`config.mk`:
```
export PLATFORM = sky130hd
export DESIGN_NAME = calendar_rtc_flat
export DESIGN_NICKNAME = d
export VERILOG_FILES = /design/src/rtl/calendar_rtc_if.sv /design/src/rtl/calendar_rtc.sv /design/src/flat_wrapper.sv
export SDC_FILE = /design/constraint.sdc
export NUM_CORES = 1
export LEC_CHECK = 0
export ABC_AREA = 1
export CAP_MARGIN = 25
export CORE_MARGIN = 8
export CORE_UTILIZATION = 45
export CTS_CLUSTER_DIAMETER = 150
export DETAILED_ROUTE_END_ITERATION = 6
export PLACE_DENSITY_LB_ADDON = 0.15
export SLEW_MARGIN = 20
export SYNTH_ARGS = -nofsm -noshare
export SYNTH_HDL_FRONTEND = slang
export SYNTH_SLANG_ARGS = --single-unit
```
`constraint.sdc`:
```
create_clock -name secclk -period 5.35 [get_ports secclk]
set_input_delay 1.07 -clock secclk [delete_from_list [all_inputs] [get_ports secclk]]
set_output_delay 1.07 -clock secclk [all_outputs]
set_load 0.02 [all_outputs]
```
`src/rtl/calendar_rtc_if.sv`:
```
// calendar_rtc_if: groups the run/set handshake and calendar outputs of calendar_rtc.
//   master : drives run, set_valid, set_* (and alarm_hour/alarm_minute); observes the rest
//   slave  : the RTC itself
// The alarm signals exist only when CALENDAR_RTC_ALARM_EN is defined.
interface calendar_rtc_if;
  logic        run;
  logic        set_valid;
  logic [15:0] set_year;
  logic [3:0]  set_month;
  logic [4:0]  set_day;
  logic [4:0]  set_hour;
  logic [5:0]  set_minute;
  logic [5:0]  set_second;
  logic [2:0]  set_week;
  logic        set_ack;
  logic        set_err;
  logic [15:0] year;
  logic [3:0]  month;
  logic [4:0]  day;
  logic [4:0]  hour;
  logic [5:0]  minute;
  logic [5:0]  second;
  logic [2:0]  week;
  logic        sec_pulse;
  logic        min_pulse;
  logic        day_pulse;
`ifdef CALENDAR_RTC_ALARM_EN
  logic        alarm;
  logic [4:0]  alarm_hour;
  logic [5:0]  alarm_minute;
`endif

  modport master (
    output run, set_valid, set_year, set_month, set_day, set_hour, set_minute, set_second, set_week,
`ifdef CALENDAR_RTC_ALARM_EN
    output alarm_hour, alarm_minute,
    input  alarm,
`endif
    input  set_ack, set_err, year, month, day, hour, minute, second, week,
    input  sec_pulse, min_pulse, day_pulse
  );

  modport slave (
    input  run, set_valid, set_year, set_month, set_day, set_hour, set_minute, set_second, set_week,
`ifdef CALENDAR_RTC_ALARM_EN
    input  alarm_hour, alarm_minute,
    output alarm,
`endif
    output set_ack, set_err, year, month, day, hour, minute, second, week,
    output sec_pulse, min_pulse, day_pulse
  );
endinterface

```
`src/rtl/calendar_rtc.sv`:
```
// calendar_rtc: prescaled Gregorian calendar/time counter with validated set handshake.
// Ports:
//   secclk : clock, all state changes on its rising edge
//   rst    : asynchronous active-high reset
//   bus    : calendar_rtc_if.slave -- run, set_valid/set_* in; set_ack/set_err,
//            year..week, sec/min/day carry pulses out (all registered)
// Optional feature: define CALENDAR_RTC_ALARM_EN to add alarm_hour/alarm_minute
// inputs and a one-cycle alarm pulse when a tick lands on alarm_hour:alarm_minute:00.
module calendar_rtc #(
  parameter int TICK_DIV    = 1,
  parameter int RESET_YEAR  = 2023,
  parameter int RESET_MONTH = 5,
  parameter int RESET_DAY   = 9,
  parameter int RESET_WEEK  = 2
) (
  input logic           secclk,
  input logic           rst,
  calendar_rtc_if.slave bus
);
  localparam int            PW   = (TICK_DIV > 1) ? $clog2(TICK_DIV) : 1;
  localparam logic [PW-1:0] PMAX = PW'(TICK_DIV - 1);

  function automatic logic is_leap(input logic [15:0] y);
    return ((y[1:0] == 2'b00) && ((y % 16'd100) != 16'd0)) || ((y % 16'd400) == 16'd0);
  endfunction

  function automatic logic [4:0] dim(input logic [15:0] y, input logic [3:0] m);
    case (m)
      4'd4, 4'd6, 4'd9, 4'd11: dim = 5'd30;
      4'd2:                    dim = is_leap(y) ? 5'd29 : 5'd28;
      default:                 dim = 5'd31;
    endcase
  endfunction

  logic [PW-1:0] presc;
  logic [15:0]   year_q, n_year;
  logic [3:0]    month_q, n_month;
  logic [4:0]    day_q, n_day, hour_q, n_hour;
  logic [5:0]    min_q, n_min, sec_q, n_sec;
  logic [2:0]    week_q, n_week;
  logic          ack_q, err_q, sec_p, min_p, day_p;
  logic          tick, set_ok, min_wrap, day_wrap;

  assign tick     = bus.run && (presc == PMAX);
  assign min_wrap = (sec_q == 6'd59);
  assign day_wrap = min_wrap && (min_q == 6'd59) && (hour_q == 5'd23);

  // Day-of-month bound depends on the requested year/month, not the current date.
  assign set_ok = (bus.set_year   != 16'd0) && (bus.set_year  <= 16'd9999) &&
                  (bus.set_month  != 4'd0)  && (bus.set_month <= 4'd12)    &&
                  (bus.set_day    != 5'd0)  && (bus.set_day <= dim(bus.set_year, bus.set_month)) &&
                  (bus.set_hour   <= 5'd23) && (bus.set_minute <= 6'd59)   &&
                  (bus.set_second <= 6'd59) && (bus.set_week != 3'd0)      &&
                  (bus.set_week   <= 3'd7);

  // Full ripple of one second, evaluated every cycle; only committed on a tick.
  always_comb begin
    n_sec   = sec_q + 6'd1;
    n_min   = min_q;
    n_hour  = hour_q;
    n_day   = day_q;
    n_month = month_q;
    n_year  = year_q;
    n_week  = week_q;
    if (sec_q == 6'd59) begin
      n_sec = 6'd0;
      n_min = min_q + 6'd1;
      if (min_q == 6'd59) begin
        n_min  = 6'd0;
        n_hour = hour_q + 5'd1;
        if (hour_q == 5'd23) begin
          n_hour = 5'd0;
          n_week = (week_q == 3'd7) ? 3'd1 : week_q + 3'd1;
          n_day  = day_q + 5'd1;
          if (day_q == dim(year_q, month_q)) begin
            n_day   = 5'd1;
            n_month = month_q + 4'd1;
            if (month_q == 4'd12) begin
              n_month = 4'd1;
              n_year  = (year_q == 16'd9999) ? 16'd1 : year_q + 16'd1;
            end
          end
        end
      end
    end
  end

`ifdef CALENDAR_RTC_ALARM_EN
  logic alarm_q, alarm_hit;
  // n_* are always in range, so out-of-range alarm inputs can never match.
  assign alarm_hit = (n_hour == bus.alarm_hour) && (n_min == bus.alarm_minute) && (n_sec == 6'd0);
  assign bus.alarm = alarm_q;
`endif

  always_ff @(posedge secclk or posedge rst) begin
    if (rst) begin
      presc   <= '0;
      year_q  <= 16'(RESET_YEAR);
      month_q <= 4'(RESET_MONTH);
      day_q   <= 5'(RESET_DAY);
      week_q  <= 3'(RESET_WEEK);
      hour_q  <= '0;
      min_q   <= '0;
      sec_q   <= '0;
      ack_q   <= 1'b0;
      err_q   <= 1'b0;
      sec_p   <= 1'b0;
      min_p   <= 1'b0;
      day_p   <= 1'b0;
`ifdef CALENDAR_RTC_ALARM_EN
      alarm_q <= 1'b0;
`endif
    end else begin
      ack_q <= 1'b0;
      err_q <= 1'b0;
      sec_p <= 1'b0;
      min_p <= 1'b0;
      day_p <= 1'b0;
`ifdef CALENDAR_RTC_ALARM_EN
      alarm_q <= 1'b0;
`endif
      // A set attempt (accepted or rejected) owns the edge: no tick is applied.
      if (bus.set_valid) begin
        if (set_ok) begin
          presc   <= '0;
          year_q  <= bus.set_year;
          month_q <= bus.set_month;
          day_q   <= bus.set_day;
          hour_q  <= bus.set_hour;
          min_q   <= bus.set_minute;
          sec_q   <= bus.set_second;
          week_q  <= bus.set_week;
          ack_q   <= 1'b1;
        end else begin
          err_q <= 1'b1;
        end
      end else if (tick) begin
        presc   <= '0;
        year_q  <= n_year;
        month_q <= n_month;
        day_q   <= n_day;
        hour_q  <= n_hour;
        min_q   <= n_min;
        sec_q   <= n_sec;
        week_q  <= n_week;
        sec_p   <= 1'b1;
        min_p   <= min_wrap;
        day_p   <= day_wrap;
`ifdef CALENDAR_RTC_ALARM_EN
        alarm_q <= alarm_hit;
`endif
      end else if (bus.run) begin
        presc <= presc + PW'(1);
      end
    end
  end

  assign bus.set_ack   = ack_q;
  assign bus.set_err   = err_q;
  assign bus.year      = year_q;
  assign bus.month     = month_q;
  assign bus.day       = day_q;
  assign bus.hour      = hour_q;
  assign bus.minute    = min_q;
  assign bus.second    = sec_q;
  assign bus.week      = week_q;
  assign bus.sec_pulse = sec_p;
  assign bus.min_pulse = min_p;
  assign bus.day_pulse = day_p;
endmodule

```
`src/flat_wrapper.sv`:
```
// flat-port wrapper written by rule: the top's interface ports become plain ports
module calendar_rtc_flat 
#(
  parameter int TICK_DIV    = 1,
  parameter int RESET_YEAR  = 2023,
  parameter int RESET_MONTH = 5,
  parameter int RESET_DAY   = 9,
  parameter int RESET_WEEK  = 2
)
  (secclk, rst, bus_run, bus_set_valid, bus_set_year, bus_set_month, bus_set_day, bus_set_hour, bus_set_minute, bus_set_second, bus_set_week, bus_set_ack, bus_set_err, bus_year, bus_month, bus_day, bus_hour, bus_minute, bus_second, bus_week, bus_sec_pulse, bus_min_pulse, bus_day_pulse);
  calendar_rtc_if bus_i ();
  input logic secclk;
  input logic rst;
  input wire logic [$bits(bus_i.run)-1:0] bus_run;
  input wire logic [$bits(bus_i.set_valid)-1:0] bus_set_valid;
  input wire logic [$bits(bus_i.set_year)-1:0] bus_set_year;
  input wire logic [$bits(bus_i.set_month)-1:0] bus_set_month;
  input wire logic [$bits(bus_i.set_day)-1:0] bus_set_day;
  input wire logic [$bits(bus_i.set_hour)-1:0] bus_set_hour;
  input wire logic [$bits(bus_i.set_minute)-1:0] bus_set_minute;
  input wire logic [$bits(bus_i.set_second)-1:0] bus_set_second;
  input wire logic [$bits(bus_i.set_week)-1:0] bus_set_week;
  output wire logic [$bits(bus_i.set_ack)-1:0] bus_set_ack;
  output wire logic [$bits(bus_i.set_err)-1:0] bus_set_err;
  output wire logic [$bits(bus_i.year)-1:0] bus_year;
  output wire logic [$bits(bus_i.month)-1:0] bus_month;
  output wire logic [$bits(bus_i.day)-1:0] bus_day;
  output wire logic [$bits(bus_i.hour)-1:0] bus_hour;
  output wire logic [$bits(bus_i.minute)-1:0] bus_minute;
  output wire logic [$bits(bus_i.second)-1:0] bus_second;
  output wire logic [$bits(bus_i.week)-1:0] bus_week;
  output wire logic [$bits(bus_i.sec_pulse)-1:0] bus_sec_pulse;
  output wire logic [$bits(bus_i.min_pulse)-1:0] bus_min_pulse;
  output wire logic [$bits(bus_i.day_pulse)-1:0] bus_day_pulse;
  assign bus_i.run = bus_run;
  assign bus_i.set_valid = bus_set_valid;
  assign bus_i.set_year = bus_set_year;
  assign bus_i.set_month = bus_set_month;
  assign bus_i.set_day = bus_set_day;
  assign bus_i.set_hour = bus_set_hour;
  assign bus_i.set_minute = bus_set_minute;
  assign bus_i.set_second = bus_set_second;
  assign bus_i.set_week = bus_set_week;
  assign bus_set_ack = bus_i.set_ack;
  assign bus_set_err = bus_i.set_err;
  assign bus_year = bus_i.year;
  assign bus_month = bus_i.month;
  assign bus_day = bus_i.day;
  assign bus_hour = bus_i.hour;
  assign bus_minute = bus_i.minute;
  assign bus_second = bus_i.second;
  assign bus_week = bus_i.week;
  assign bus_sec_pulse = bus_i.sec_pulse;
  assign bus_min_pulse = bus_i.min_pulse;
  assign bus_day_pulse = bus_i.day_pulse;
  calendar_rtc #(.TICK_DIV(TICK_DIV), .RESET_YEAR(RESET_YEAR), .RESET_MONTH(RESET_MONTH), .RESET_DAY(RESET_DAY), .RESET_WEEK(RESET_WEEK)) u_core (.secclk(secclk), .rst(rst), .bus(bus_i));
endmodule
```
== After elaboration in Yosys (flattened, before gate mapping) ==
Cells that the tools add are included.
Storage, ports and cells
  bits in read-only memories: 0
  flip-flop bits (word level): 51
  word-level logic and storage cells: 161
  memories: 0
  latch bits: 0
  output and inout port bits: 50
  input port bits: 49
  bits in writable memories: 0
Operators by class
  bitwise logic cells: 1
  equal/unequal tests: 18
  reductions and logical operators: 43
  magnitude comparators: 7
  divide/modulo/power cells: 4
  $add $sub $neg: 8
  shift-type cells: 0
  multipliers: 0
  muxes and demuxes: 67
Operators by type and width (count)
  2-to-1 mux 16 bit: 9
  2-to-1 mux 5 bit: 16
  2-to-1 mux 6 bit: 9
  nonzero test 16 bit: 3
  logical NOT 16 bit: 2
  modulo 16 x 7 -> 16 bit, second input constant: 2
  modulo 16 x 9 -> 16 bit, second input constant: 2
  2-to-1 mux 4 bit: 8
  2-to-1 mux 3 bit: 7
  == test 4 bit, second input constant: 5
  one-hot mux 5 bit (2 select lines): 2
  adder 16 x 1 -> 16 bit, second input constant: 1
  == test 16 x 14 -> 1 bit, second input constant: 1
  == test 4 x 3 -> 1 bit, second input constant: 4
  less-or-equal comparator 16 x 14 -> 1 bit, second input constant: 1
  2-to-1 mux 1 bit: 16
  logical AND 1 bit: 15
  adder 6 x 1 -> 6 bit, second input constant: 2
  == test 6 bit, second input constant: 2
  less-or-equal comparator 6 bit, second input constant: 2
  nonzero test 2 bit: 6
  adder 5 x 1 -> 5 bit, second input constant: 2
  == test 4 x 2 -> 1 bit, second input constant: 2
  OR reduction 4 bit: 2
  23 further kinds: 27

== Logic depth before layout (Yosys ltp) ==
  depth after elaboration: 16
  mapped depth: 73
  gate-level depth less buffers: 72

== Worst setup path before layout ==
Ideal clock, no wire load.
  path kind: input-to-reg
  start: in bus_set_year[12]
  end: reg u_core.year_q[12], in the netlist u_core.bus.year[12]
  path buffers: 1
  data required time: 5232 ps
  setup slack: -2738 ps
  library setup time: 118 ps
  cell stages on the path: 70
  data arrival time: 7970 ps
  cell sequence: nor2_1 -> nand2_1 -> nand3_1 -> or2_4 -> nand3_1 -> nor2_1 -> nor2_1 -> nor2_2 -> inv_2 -> nand2_1 -> nand2_1 -> nor2_2 -> nand3_1 -> nand3_1 -> nand2_2 -> nand2_2 -> nand2_1 -> inv_1 -> [... 34 more ...] -> a21oi_1 -> ha_1 -> a21oi_1 -> o21ai_0 -> nand4_1 -> a31oi_1 -> o311ai_0 -> nor2_1 -> inv_1 -> nand2_1 -> nand2_1 -> nor2_1 -> inv_1 -> nor2_1 -> nand2_4 -> buf_8 -> nand2_1 -> nand2_1
On the way
  cells in the longest elaborated chain, start to end: 15
  elaborated cells on any way between the ends: 25
  those cells by class: 2 x div; 2 x order compare; 1 x eq/ne; 4 x mux; 16 x reduce/logical
Ends and longest elaborated chain
  start: declaration: line flat_wrapper.sv:16  | input wire logic [$bits(bus_i.set_year)-1:0] bus_set_year;
  modulo 16 x 7 -> 16 bit: line calendar_rtc.sv:24  | return ((y[1:0] == 2'b00) && ((y % 16'd100) != 16'd0)) || ((y % 16'd400) == 16'd0);
  nonzero test 16 bit: line calendar_rtc.sv:24
  logical AND 1 bit: line calendar_rtc.sv:24
  logical OR 1 bit: line calendar_rtc.sv:24
  2-to-1 mux 1 bit: line calendar_rtc.sv:30  | 4'd2: dim = is_leap(y) ? 5'd29 : 5'd28;
  one-hot mux 5 bit (2 select lines): line calendar_rtc.sv:28  | case (m)
  less-or-equal comparator 5 bit: line calendar_rtc.sv:51  | (bus.set_day != 5'd0) && (bus.set_day <= dim(bus.set_year, bus.set_month)) &&
  logical AND 1 bit (2 in a row): line calendar_rtc.sv:51
  logical AND 1 bit (2 in a row): line calendar_rtc.sv:52  | (bus.set_hour <= 5'd23) && (bus.set_minute <= 6'd59) &&
  logical AND 1 bit (2 in a row): line calendar_rtc.sv:53  | (bus.set_second <= 6'd59) && (bus.set_week != 3'd0) &&
  inequality test 2 x 1 -> 1 bit (no source line)
  AND reduction 7 bit (no source line)
  end signal: assignment: line calendar_rtc.sv:98  | year_q <= 16'(RESET_YEAR);
  end signal: assignment: line calendar_rtc.sv:126  | year_q <= bus.set_year;
  end signal: assignment: line calendar_rtc.sv:139  | year_q <= n_year;
  end: declaration: line calendar_rtc.sv:36  | logic [15:0] year_q, n_year;
Parallel ways exist; a longest one is shown, timed or not. The select of a mux whose other input is x is not followed.
A chain may end at the register's enable or synchronous reset.

== Final worst setup path ==
  start: in bus_set_year[13]
  end: reg u_core.year_q[13], in the netlist u_core.bus.year[13]
Same word-level chain as after synthesis.

==> impl_results.md <==
- All-layer global routing usage: slightly above 30%
- RSZ-0062 raised after global routing: yes
- Outcome: complete, but fails checks
- CTS tree: built
- Async SR Flop Fraction: 100%
- Top post-synthesis cells by area: nand2_1, dfrtp_1, nand3_1
- Clk buf depth: 2
- Worst-path clk slew: ~0.1 ns
- Crit path DAT: between 9 and 10 ns
- Placed insts: approximately 1400
- Final hold viol count: 0
- Top_reg_cell synth: dfrtp_1
- Largest net degree at the start of global routing: 52
- Worst path bufs/invs: 12
- Total CTS buffers: 5
- # setup viols final: between 40 and 50
- Die area: around 0.018 mm²
- Commonest cells in the netlist: nand2_1, inv_1, nand3_1, nor2_1, o21ai_0
- Clk Tree Root Cell: clkbuf_16
- Sink Count: between 50 and 60
- Syn_nets: about 1100
- Slowest-stage cell, CP: o21ai_2
- Core area: between 0.01 and 0.015 mm²
- Synth area leader: nand2_1
- Die Y-Extent: roughly 130 µm
- Crit path top cell by count: nand2_4
- Slew headroom: 25.7%
- Syn avg cell area: a little over 6 µm²
- Reg-to-reg setup timing slack: -0.90 ns
- Post-route setup slack: -4.10 ns
- Final period util: 177%
- Post-Syn Area: between 0.006 and 0.007 mm²
- Hold WC Path Type: reg2reg
- Area Overhead vs Synth: 70.3%
- Antenna violations before repair: 1
- Clk_lat worst skew: between 0.3 and 0.4 ns
- First-pass GRT wire length: ~44 mm
- Via/cell ratio: 6.07
- Worst-margin pin slew: 1.10 ns
- Drt pass-1 iters: 7
- DRC Markers: 48
- ANT cells: 0
- Input/output buffers: 98
- Final Non-Filler Cells: 1577
- Drt total wl: between 30 and 40 mm
- HPWL Detailed: roughly 15 mm
- Design area: 0.0106 mm²
- Row count: between 40 and 50
- Final Skew: between 0.015 and 0.02 ns
- YS warnings: 0
- Vias in the first global route: about 8500
- Post-Synthesis Cells: slightly above 1000
- Max Cap Viol: 0
- Seq cells post-synth: 51
- Synth unique cells: between 50 and 60
- Final Max Slew Viols: 0
- Fmax: between 100 and 150 MHz
- Final net count: between 1000 and 1500
- Via count: about 9600
- Top delay family on crit path: simple AND/OR/NAND/NOR gates
- Routed WL per cell: approximately 21 µm
- # IOs: about 100
- Post-route minimum period: between 9 and 10 ns
- Starting Density: around 45%
- Share of layout cells above drive strength 1: about two fifths
- Post-detailed-route count of antenna-violating nets: 0
- Gp weighted congestion: 0.903
- GR Overflow Total: 0
- Slowest stage delay, CP: 0.37 ns
- Failing checks: design-rule violations, negative setup slack
- DRT iter0 DRCs: roughly 1200
- Crit path max fanout: 5
- Critical Path Sink Type: register
- Count leader, synth: nand2_1
- Critical Path RT: about 5.6 ns
- Number of synthesized flops with an enable pin: 0
- Die X: ~130 µm
- Register area share after synthesis: between 20% and 30%
- Crit path launch type: input pin
- H-tree depth: 2
- Placed Area: approximately 0.0085 mm²
- Top cell type's share of synthesized area: between 10% and 20%
- Critical path class: in2reg
-- flip-flops by register name (all words and copies together) (netlist names) --
name,count
u_core.bus.hour,5
u_core.bus.minute,6
u_core.bus.set_err,1
u_core.bus.year,16
u_core.bus.min_pulse,1
u_core.bus.set_ack,1
u_core.bus.day_pulse,1
u_core.bus.second,6
u_core.presc,1
u_core.bus.day,5
u_core.bus.week,3
u_core.bus.sec_pulse,1
u_core.bus.month,4
-- timing repair --
item	CTS	global route
gates resized for setup	108	155
setup endpoints to repair	48	48
hold buffers	0	0
setup buffers	117	25
pin swaps	80	92
cloned	2	0
-- placed cells by master, fill, tap and decap left out, types with 23 or more instances in the layout --
cell and n:
nand2_4 52, dfrtp_1 37, nand2_1 216, o21ai_0 31
buf_4 256, xor2_1 23, nand2_2 70, nand4_1 35
nand3_2 27, a21oi_1 23, clkdlybuf4s50_1 92, nor2_1 74
inv_2 28, nand3_1 88, o21ai_1 30, inv_1 110
-- layout make-up --
| cell class | count | area [µm²] |
|---|---|---|
| tap | 180 | 225 |
| timing repair buffer | 372 | 3110 |
| multi-input combinational | 816 | 5260 |
| clock buffer | 6 | 139 |
| clock inverter | 2 | 16.3 |
| sequential | 51 | 1290 |
| fill | 868 | 3100 |
| inverter | 150 | 577 |
-- through the flow --
stage	util, %	setup slack [ns]	hold slack (ns)	TNS (ns)
floorplan	-	-2.09	0.426	-84.33
global placement	62.2	-2.73	0.448	-122.38
detailed placement	62.2	-3.03	0.483	-135.96
CTS	71.9	-2.18	0.492	-96.00
global route	77.4	-4.46	0.501	-197.35
finish	77.4	-4.10	0.500	-179.73
-- tightest hold or removal path, stage by stage, from the launching register on --
cell and delay [ns]:
dfstp_2 0.39, nand2_1 0.06, nand2_1 0.05
-- final timing paths --
path	to	cells past startpoint	start
min reg2reg	u_core.bus.week[1]	2	u_core.bus.week[1]
min	u_core.bus.week[1]	2	u_core.bus.week[1]
max	u_core.bus.year[13]	72	bus_set_year[13]
max reg2reg	u_core.bus.year[13]	58	u_core.bus.year[12]
max in group asynchronous	u_core.bus.hour[3]	3	rst
min in group asynchronous	u_core.bus.year[14]	3	rst
-- kinds of logic after synthesis --
| kind of cell | after synthesis | synth area share, % |
|---|---|---|
| AND/OR/NAND/NOR | 624 | 47.9 |
| AO/OA/AOI/OAI | 143 | 13.0 |
| XOR/XNOR | 33 | 4.75 |
| multiplexers | 1 | 0.181 |
| buffers and inverters | 168 | 10.6 |
| flip-flops | 51 | 20.7 |
| adder cells (fa/ha/maj) | 14 | 2.81 |
-- metal layers --
layer | track usage, % | share of wire, %
met1 | 34.8 | 35
met3 | 10.5 | 14
met5 | 0 | 0.13
met4 | 16.9 | 8.9
met2 | 48.9 | 43
Power is left out: the tool's default activity adds up to more than one toggle a clock period on the data nets, which glitch-free logic cannot reach.
